===== src/rtl/wd_bus_sequencer.sv =====
// -----------------------------------------------------------------------------
// wd_bus_sequencer
// Sole master of the watchdog ABUS/DBUS write port. Arbitrates between an
// internal auto-service timer, a manual service requester and a configuration
// requester, and emits the unlock-key-then-data write sequence followed by one
// idle recovery cycle.
//
// Ports
//   i_clk          clock, rising edge
//   i_rst          synchronous active-high reset
//   i_srv_req      level service request, held until o_srv_ack
//   i_cfg_req      level configuration request, held until o_cfg_ack/o_cfg_err
//   i_cfg_addr     configuration target address (stable while i_cfg_req)
//   i_cfg_data     configuration data (stable while i_cfg_req)
//   i_auto_en      auto-service timer enable
//   i_auto_period  auto-service period in cycles, 0 disables the timer
//   o_abus         watchdog address bus
//   o_dbus         watchdog data bus
//   o_busy         sequence in progress (KEY, DATA or RECOVER bus cycle)
//   o_srv_ack      manual service completed (DATA cycle)
//   o_cfg_ack      configuration write completed (DATA cycle)
//   o_cfg_err      configuration request to the reserved status address
//   o_auto_miss    auto period expired while the previous one was unserved
// All outputs are registered from the current state, so a bus cycle appears
// one clock after the state that produces it.
// -----------------------------------------------------------------------------
module wd_bus_sequencer #(
    parameter int unsigned CNT_W = 16
) (
    input  logic             i_clk,
    input  logic             i_rst,
    input  logic             i_srv_req,
    input  logic             i_cfg_req,
    input  logic [1:0]       i_cfg_addr,
    input  logic [7:0]       i_cfg_data,
    input  logic             i_auto_en,
    input  logic [CNT_W-1:0] i_auto_period,
    output logic [1:0]       o_abus,
    output logic [7:0]       o_dbus,
    output logic             o_busy,
    output logic             o_srv_ack,
    output logic             o_cfg_ack,
    output logic             o_cfg_err,
    output logic             o_auto_miss
);

    localparam logic [7:0] UNLOCK_KEY = 8'h5A;
    localparam logic [1:0] SRVC_ADDR  = 2'b11;
    localparam logic [7:0] SRVC_DATA  = 8'h01;
    localparam logic [7:0] IDLE_DATA  = 8'h00;
    localparam logic [1:0] STAT_ADDR  = 2'b10;
    localparam logic [1:0] IDLE_ADDR  = 2'b00;

    typedef enum logic [1:0] {
        ST_IDLE    = 2'd0,
        ST_KEY     = 2'd1,
        ST_DATA    = 2'd2,
        ST_RECOVER = 2'd3
    } state_t;

    typedef enum logic [1:0] {
        TX_AUTO = 2'd0,
        TX_SRV  = 2'd1,
        TX_CFG  = 2'd2
    } txn_t;

    state_t           r_state;
    state_t           w_state_nxt;
    txn_t             r_txn;
    txn_t             w_txn_nxt;
    logic [1:0]       r_addr;
    logic [1:0]       w_addr_nxt;
    logic [7:0]       r_data;
    logic [7:0]       w_data_nxt;
    logic [CNT_W-1:0] r_cnt;
    logic [CNT_W-1:0] w_cnt_nxt;
    logic             r_auto_pend;
    logic             w_auto_pend_nxt;

    logic [1:0]       w_abus;
    logic [7:0]       w_dbus;
    logic             w_busy;
    logic             w_srv_ack;
    logic             w_cfg_ack;
    logic             w_cfg_err;
    logic             w_auto_miss;
    logic             w_svc_done;
    logic             w_timer_on;
    logic             w_wrap;

    // State register
    always_ff @(posedge i_clk) begin
        if (i_rst) begin
            r_state <= ST_IDLE;
        end else begin
            r_state <= w_state_nxt;
        end
    end

    // Arbitration, next state and bus cycle decode for the current state
    always_comb begin
        w_state_nxt = r_state;
        w_txn_nxt   = r_txn;
        w_addr_nxt  = r_addr;
        w_data_nxt  = r_data;
        w_abus      = IDLE_ADDR;
        w_dbus      = IDLE_DATA;
        w_busy      = 1'b0;
        w_srv_ack   = 1'b0;
        w_cfg_ack   = 1'b0;
        w_cfg_err   = 1'b0;
        w_svc_done  = 1'b0;

        case (r_state)
            ST_IDLE: begin
                if (r_auto_pend) begin
                    w_txn_nxt   = TX_AUTO;
                    w_addr_nxt  = SRVC_ADDR;
                    w_data_nxt  = SRVC_DATA;
                    w_state_nxt = ST_KEY;
                end else if (i_srv_req) begin
                    w_txn_nxt   = TX_SRV;
                    w_addr_nxt  = SRVC_ADDR;
                    w_data_nxt  = SRVC_DATA;
                    w_state_nxt = ST_KEY;
                end else if (i_cfg_req) begin
                    // The status address belongs to the watchdog itself
                    if (i_cfg_addr == STAT_ADDR) begin
                        w_cfg_err = 1'b1;
                    end else begin
                        w_txn_nxt   = TX_CFG;
                        w_addr_nxt  = i_cfg_addr;
                        w_data_nxt  = i_cfg_data;
                        w_state_nxt = ST_KEY;
                    end
                end
            end
            ST_KEY: begin
                w_abus      = r_addr;
                w_dbus      = UNLOCK_KEY;
                w_busy      = 1'b1;
                w_state_nxt = ST_DATA;
            end
            ST_DATA: begin
                w_abus      = r_addr;
                w_dbus      = r_data;
                w_busy      = 1'b1;
                w_srv_ack   = (r_txn == TX_SRV);
                w_cfg_ack   = (r_txn == TX_CFG);
                w_svc_done  = (r_txn != TX_CFG);
                w_state_nxt = ST_RECOVER;
            end
            ST_RECOVER: begin
                w_busy      = 1'b1;
                w_state_nxt = ST_IDLE;
            end
            default: begin
                w_state_nxt = ST_IDLE;
            end
        endcase
    end

    // Auto-service timer; a service completing this cycle satisfies any
    // expiry seen in the same cycle, so it neither sets pending nor misses
    always_comb begin
        w_timer_on      = i_auto_en && (i_auto_period != '0);
        w_wrap          = w_timer_on && (r_cnt >= (i_auto_period - CNT_W'(1)));
        w_cnt_nxt       = r_cnt + CNT_W'(1);
        w_auto_pend_nxt = r_auto_pend;
        w_auto_miss     = 1'b0;

        if (!w_timer_on || w_svc_done || w_wrap) begin
            w_cnt_nxt = '0;
        end

        if (w_svc_done) begin
            w_auto_pend_nxt = 1'b0;
        end else if (w_wrap) begin
            w_auto_pend_nxt = 1'b1;
            w_auto_miss     = r_auto_pend;
        end
    end

    // Transaction latch, timer and registered outputs
    always_ff @(posedge i_clk) begin
        if (i_rst) begin
            r_txn       <= TX_AUTO;
            r_addr      <= IDLE_ADDR;
            r_data      <= IDLE_DATA;
            r_cnt       <= '0;
            r_auto_pend <= 1'b0;
            o_abus      <= IDLE_ADDR;
            o_dbus      <= IDLE_DATA;
            o_busy      <= 1'b0;
            o_srv_ack   <= 1'b0;
            o_cfg_ack   <= 1'b0;
            o_cfg_err   <= 1'b0;
            o_auto_miss <= 1'b0;
        end else begin
            r_txn       <= w_txn_nxt;
            r_addr      <= w_addr_nxt;
            r_data      <= w_data_nxt;
            r_cnt       <= w_cnt_nxt;
            r_auto_pend <= w_auto_pend_nxt;
            o_abus      <= w_abus;
            o_dbus      <= w_dbus;
            o_busy      <= w_busy;
            o_srv_ack   <= w_srv_ack;
            o_cfg_ack   <= w_cfg_ack;
            o_cfg_err   <= w_cfg_err;
            o_auto_miss <= w_auto_miss;
        end
    end

endmodule

===== config.mk =====
export PLATFORM = sky130hd
export DESIGN_NAME = wd_bus_sequencer
export DESIGN_NICKNAME = d
export VERILOG_FILES = /design/src/rtl/wd_bus_sequencer.sv
export SDC_FILE = /design/constraint.sdc
export NUM_CORES = 1
export LEC_CHECK = 0
export CORE_ASPECT_RATIO = 1.25
export CORE_MARGIN = 2
export CORE_UTILIZATION = 30
export DETAILED_ROUTE_END_ITERATION = 8
export GPL_ROUTABILITY_DRIVEN = 1
export SLEW_MARGIN = 30
export SYNTH_ARGS = -nofsm -noshare
export SYNTH_HDL_FRONTEND = slang
export SYNTH_SLANG_ARGS = --single-unit

===== constraint.sdc =====
create_clock -name i_clk -period 3.7 [get_ports i_clk]
set_input_delay 0.74 -clock i_clk [delete_from_list [all_inputs] [get_ports i_clk]]
set_output_delay 0.74 -clock i_clk [all_outputs]
set_load 0.02 [all_outputs]

==> results.tsv <==
metric	value	unit
fillCellCount	773	
wire_length_of_the_first_global_routing_pass	8273	um
grt_max_degree	20	
finalHoldViolations	0	
gr-usage-all-layers	11.81	%
ys_async_sr_fraction	0	%
clock_sink_count	46	
grt_remaining_overflow	0	
num_vias	1983	
num_antenna_cells	0	
grt_pass1_vias	1904	
tritoncts	built	
dp_hpwl	3897	um
rows	36	
cts-resized-gates	0	
final-max-slew-violation-count	0	
net_switching_fraction_of_the_power	31.72	%
synthesis_stage_register_bit_count	46	
power.clock.fraction	25.0	%
route.detailed.drc	0	
final_cells	427	
setup_slack	261.0	ps
final_nets	383	
cp_max_fo	16	
timing.critical_path.slowest_cell_delay	450	ps
crit_path_arrival_time	3670	ps
syn_inst	272	
die-area	8531	um2
rr_startpoint	r_cnt[0]	
number_of_port_buffers	45	
core_box_area	7702	um2
yosys_warnings	0	
type_of_the_tightest_min_delay_check	flip-flop to flip-flop	
die_h	102.8	um
clock_tree.htree_level_count	2	
hold_ws	441.3	ps
clock_insertion_delay_worst_skew	300	ps
worstMarginPinSlew	746.6	ps
synth_edf_count	0	
leakage	0.001156	uW
drt_pass1_iterations	4	
layout-area-overhead-vs-synth	31.96	%
io-pin-count	46	
cap_viol_max_count	0	
drt_iter0_markers	37	
power.switching	421.7	uW
timing.critical_path.to_type	flip-flop	
synthesis.nets	324	
report.final.setup_viol	0	
number_of_vias_per_cell	4.644	
p_per_area	430.4	nW/um2
wirelength	4933	um
clock_path_buffers	2	
internal-power	907.8	uW
pwr-share-comb	30.7	%
place_inst	419	
antenna_violating_nets_left	0	
layout.core_utilization	40.11	%
detail_route.wl_per_cell	11.55	um
gp_weighted_congestion	0.7960	
worst-setup-path-type	primary input to flip-flop	
die_width	83.01	um
power.share.sequential	44.2	%
worst_setup_path_start_kind	primary input	
cts_root_buf	sky130_fd_sc_hd__clkbuf_8	
ys_seq_area_share	39.34	%
synth_area_per_cell	8.607	um2
cts_hold_buf	0	
pre_cts_ws	-71.58	ps
cts_made_buffers	5	
timing.critical_path.from	i_auto_period[3]	
finalCritPeriodShare	92.95	%
cts.reportedPaths.clkPinSlew	90	ps
clock_skew	11.00	ps
finalCriticalPeriod	3439	ps
critPathTopFamily	simple AND/OR/NAND/NOR gates	
remaining_max_slew_budget_at_the_tightest_pin	50.12	%
achievable-frequency	290.8	MHz
grt_setup_unrepaired	no	
vdd.ir_drop.worst	247.3	uV
initial_utilization	30.39	%
holdCritStartpoint	r_addr[1]	
number_of_antenna_violations_at_the_first_check_in_global_routing	0	
crit_path_cell_trace	clkdlybuf4s50_1 > nor4_4 > nor4b_4 > nand2_2 > or4_1 > xor2_1 > ha_1 > a211oi_1 > o21bai_1 > a31oi_1 > nand3_1 > buf_4 > nor2_1	
worst_path_max_delay_cell	sky130_fd_sc_hd__clkdlybuf4s50_1	
critical_path_buf_inv_count	2	
drive_above_1_share	7.831	%
post_cts.repair.setup_buffers	0	
postSynth.topFlopCell	sky130_fd_sc_hd__dfxtp_1	
cp_data_required_time	3940	ps
mappedNetlistArea	2341	um2
status	completed	
synth.distinct_cells	36	
[per-layer routing]
| metal | share of wire, % | track usage, % | vias up |
|---|---|---|---|
| li1 | - | - | 1045 |
| met1 | 44 | 13.64 | 911 |
| met2 | 52 | 21.77 | 22 |
| met3 | 2.7 | 2.482 | 5 |
| met4 | 1.2 | 4.161 | 0 |
| met5 | 0 | 0 | - |
[sequential cells by signal (all words and copies together), names as in the netlist, 2 cells and up]
| register | count |
|---|---|
| r_addr | 2 |
| o_abus | 2 |
| r_txn | 2 |
| r_cnt | 16 |
| r_data | 8 |
| o_dbus | 8 |
| r_state | 2 |
[synth_stat cells, types with 3 or more instances]
cell type,n,share of area (%)
sky130_fd_sc_hd__nor2_1,39,6.3
sky130_fd_sc_hd__nand4_1,7,1.9
sky130_fd_sc_hd__nand2_1,22,3.5
sky130_fd_sc_hd__nor4_1,3,0.80
sky130_fd_sc_hd__nand2b_1,5,1.3
sky130_fd_sc_hd__inv_1,12,1.9
sky130_fd_sc_hd__a211oi_1,3,0.96
sky130_fd_sc_hd__nand3_1,15,3.2
sky130_fd_sc_hd__clkbuf_1,4,0.64
sky130_fd_sc_hd__and3_1,3,0.80
sky130_fd_sc_hd__xor2_1,8,3.0
sky130_fd_sc_hd__nor3_1,13,2.8
sky130_fd_sc_hd__o21ai_0,5,1.1
sky130_fd_sc_hd__dfxtp_1,46,39
sky130_fd_sc_hd__a21oi_1,17,3.6
sky130_fd_sc_hd__and2_1,5,1.3
sky130_fd_sc_hd__xnor2_1,20,7.5
sky130_fd_sc_hd__ha_1,21,11
[path summary, 6_finish.rpt]
path                                  end  slack [ps]  cells past startpoint
worst max-delay path             r_cnt[9]         260                     13
worst min-delay path            o_abus[1]         440                      2
worst max register to register   r_cnt[9]        1700                      8
worst min register to register  o_abus[1]         440                      2
[logic make-up after synthesis]
family / after synthesis / share of synthesized area, %
flops: 46 / 39.34
fa+ha+maj: 21 / 11.22
mux: 1 / 0.4276
simple gates: 126 / 27.58
xor+xnor: 28 / 10.48
compound gates: 32 / 8.017
buf+inv: 18 / 2.939
[power groups by stage]
| stage | Combinational [uW] | Clock (uW) | Sequential (uW) |
|---|---|---|---|
| 2_1_floorplan | 226 | 0 | 621 |
| 3_3_place_gp | 406 | 0 | 599 |
| 3_5_place_dp | 412 | 0 | 600 |
| 4_1_cts | 415 | 344 | 589 |
| 5_1_grt | 465 | 366 | 597 |
| 6_report | 409 | 333 | 588 |
[cells in the final DEF (no fill, tap or decap), drive strengths merged, types with 12 or more instances in the layout]
master         count
a21oi             17
buf               13
clkdlybuf4s50     45
dfxtp             46
ha                21
inv               12
nand2             23
nand3             15
nor2              39
nor3              13
xnor2             20
[through the flow]
| stage | cell area, um2 | power, uW | setup TNS [ps] |
|---|---|---|---|
| CTS | 3089 | 1348 | 0 |
| floorplan | 2341 | 846.9 | 0 |
| detailed placement | 2984 | 1012 | -826.5 |
| global route | 3089 | 1428 | 0 |
| global placement | 2984 | 1006 | 0 |
| finish | 3089 | 1330 | 0 |
[area by class of cell]
cell class              count  area (um2)  share of cell area (%)
inverters                  12       45.04                   1.458
well taps                  95       118.9                   3.848
repair buffers             58       548.0                   17.74
multi-input cells         208        1351                   43.74
clock buffers               7       96.34                   3.119
clock inverters             1       8.758                  0.2835
flip-flops and latches     46       920.9                   29.81
[worst reg2reg max path: stages, from the launching register on]
cell and delay (ps):
sky130_fd_sc_hd__dfxtp_1 420, sky130_fd_sc_hd__inv_1 60, sky130_fd_sc_hd__ha_1 260, sky130_fd_sc_hd__nand2b_1 140, sky130_fd_sc_hd__a2111o_1 420, sky130_fd_sc_hd__a31oi_1 220
sky130_fd_sc_hd__nand3_1 100, sky130_fd_sc_hd__buf_4 200, sky130_fd_sc_hd__nor2_1 120
Power figures use the tool's default switching activity.
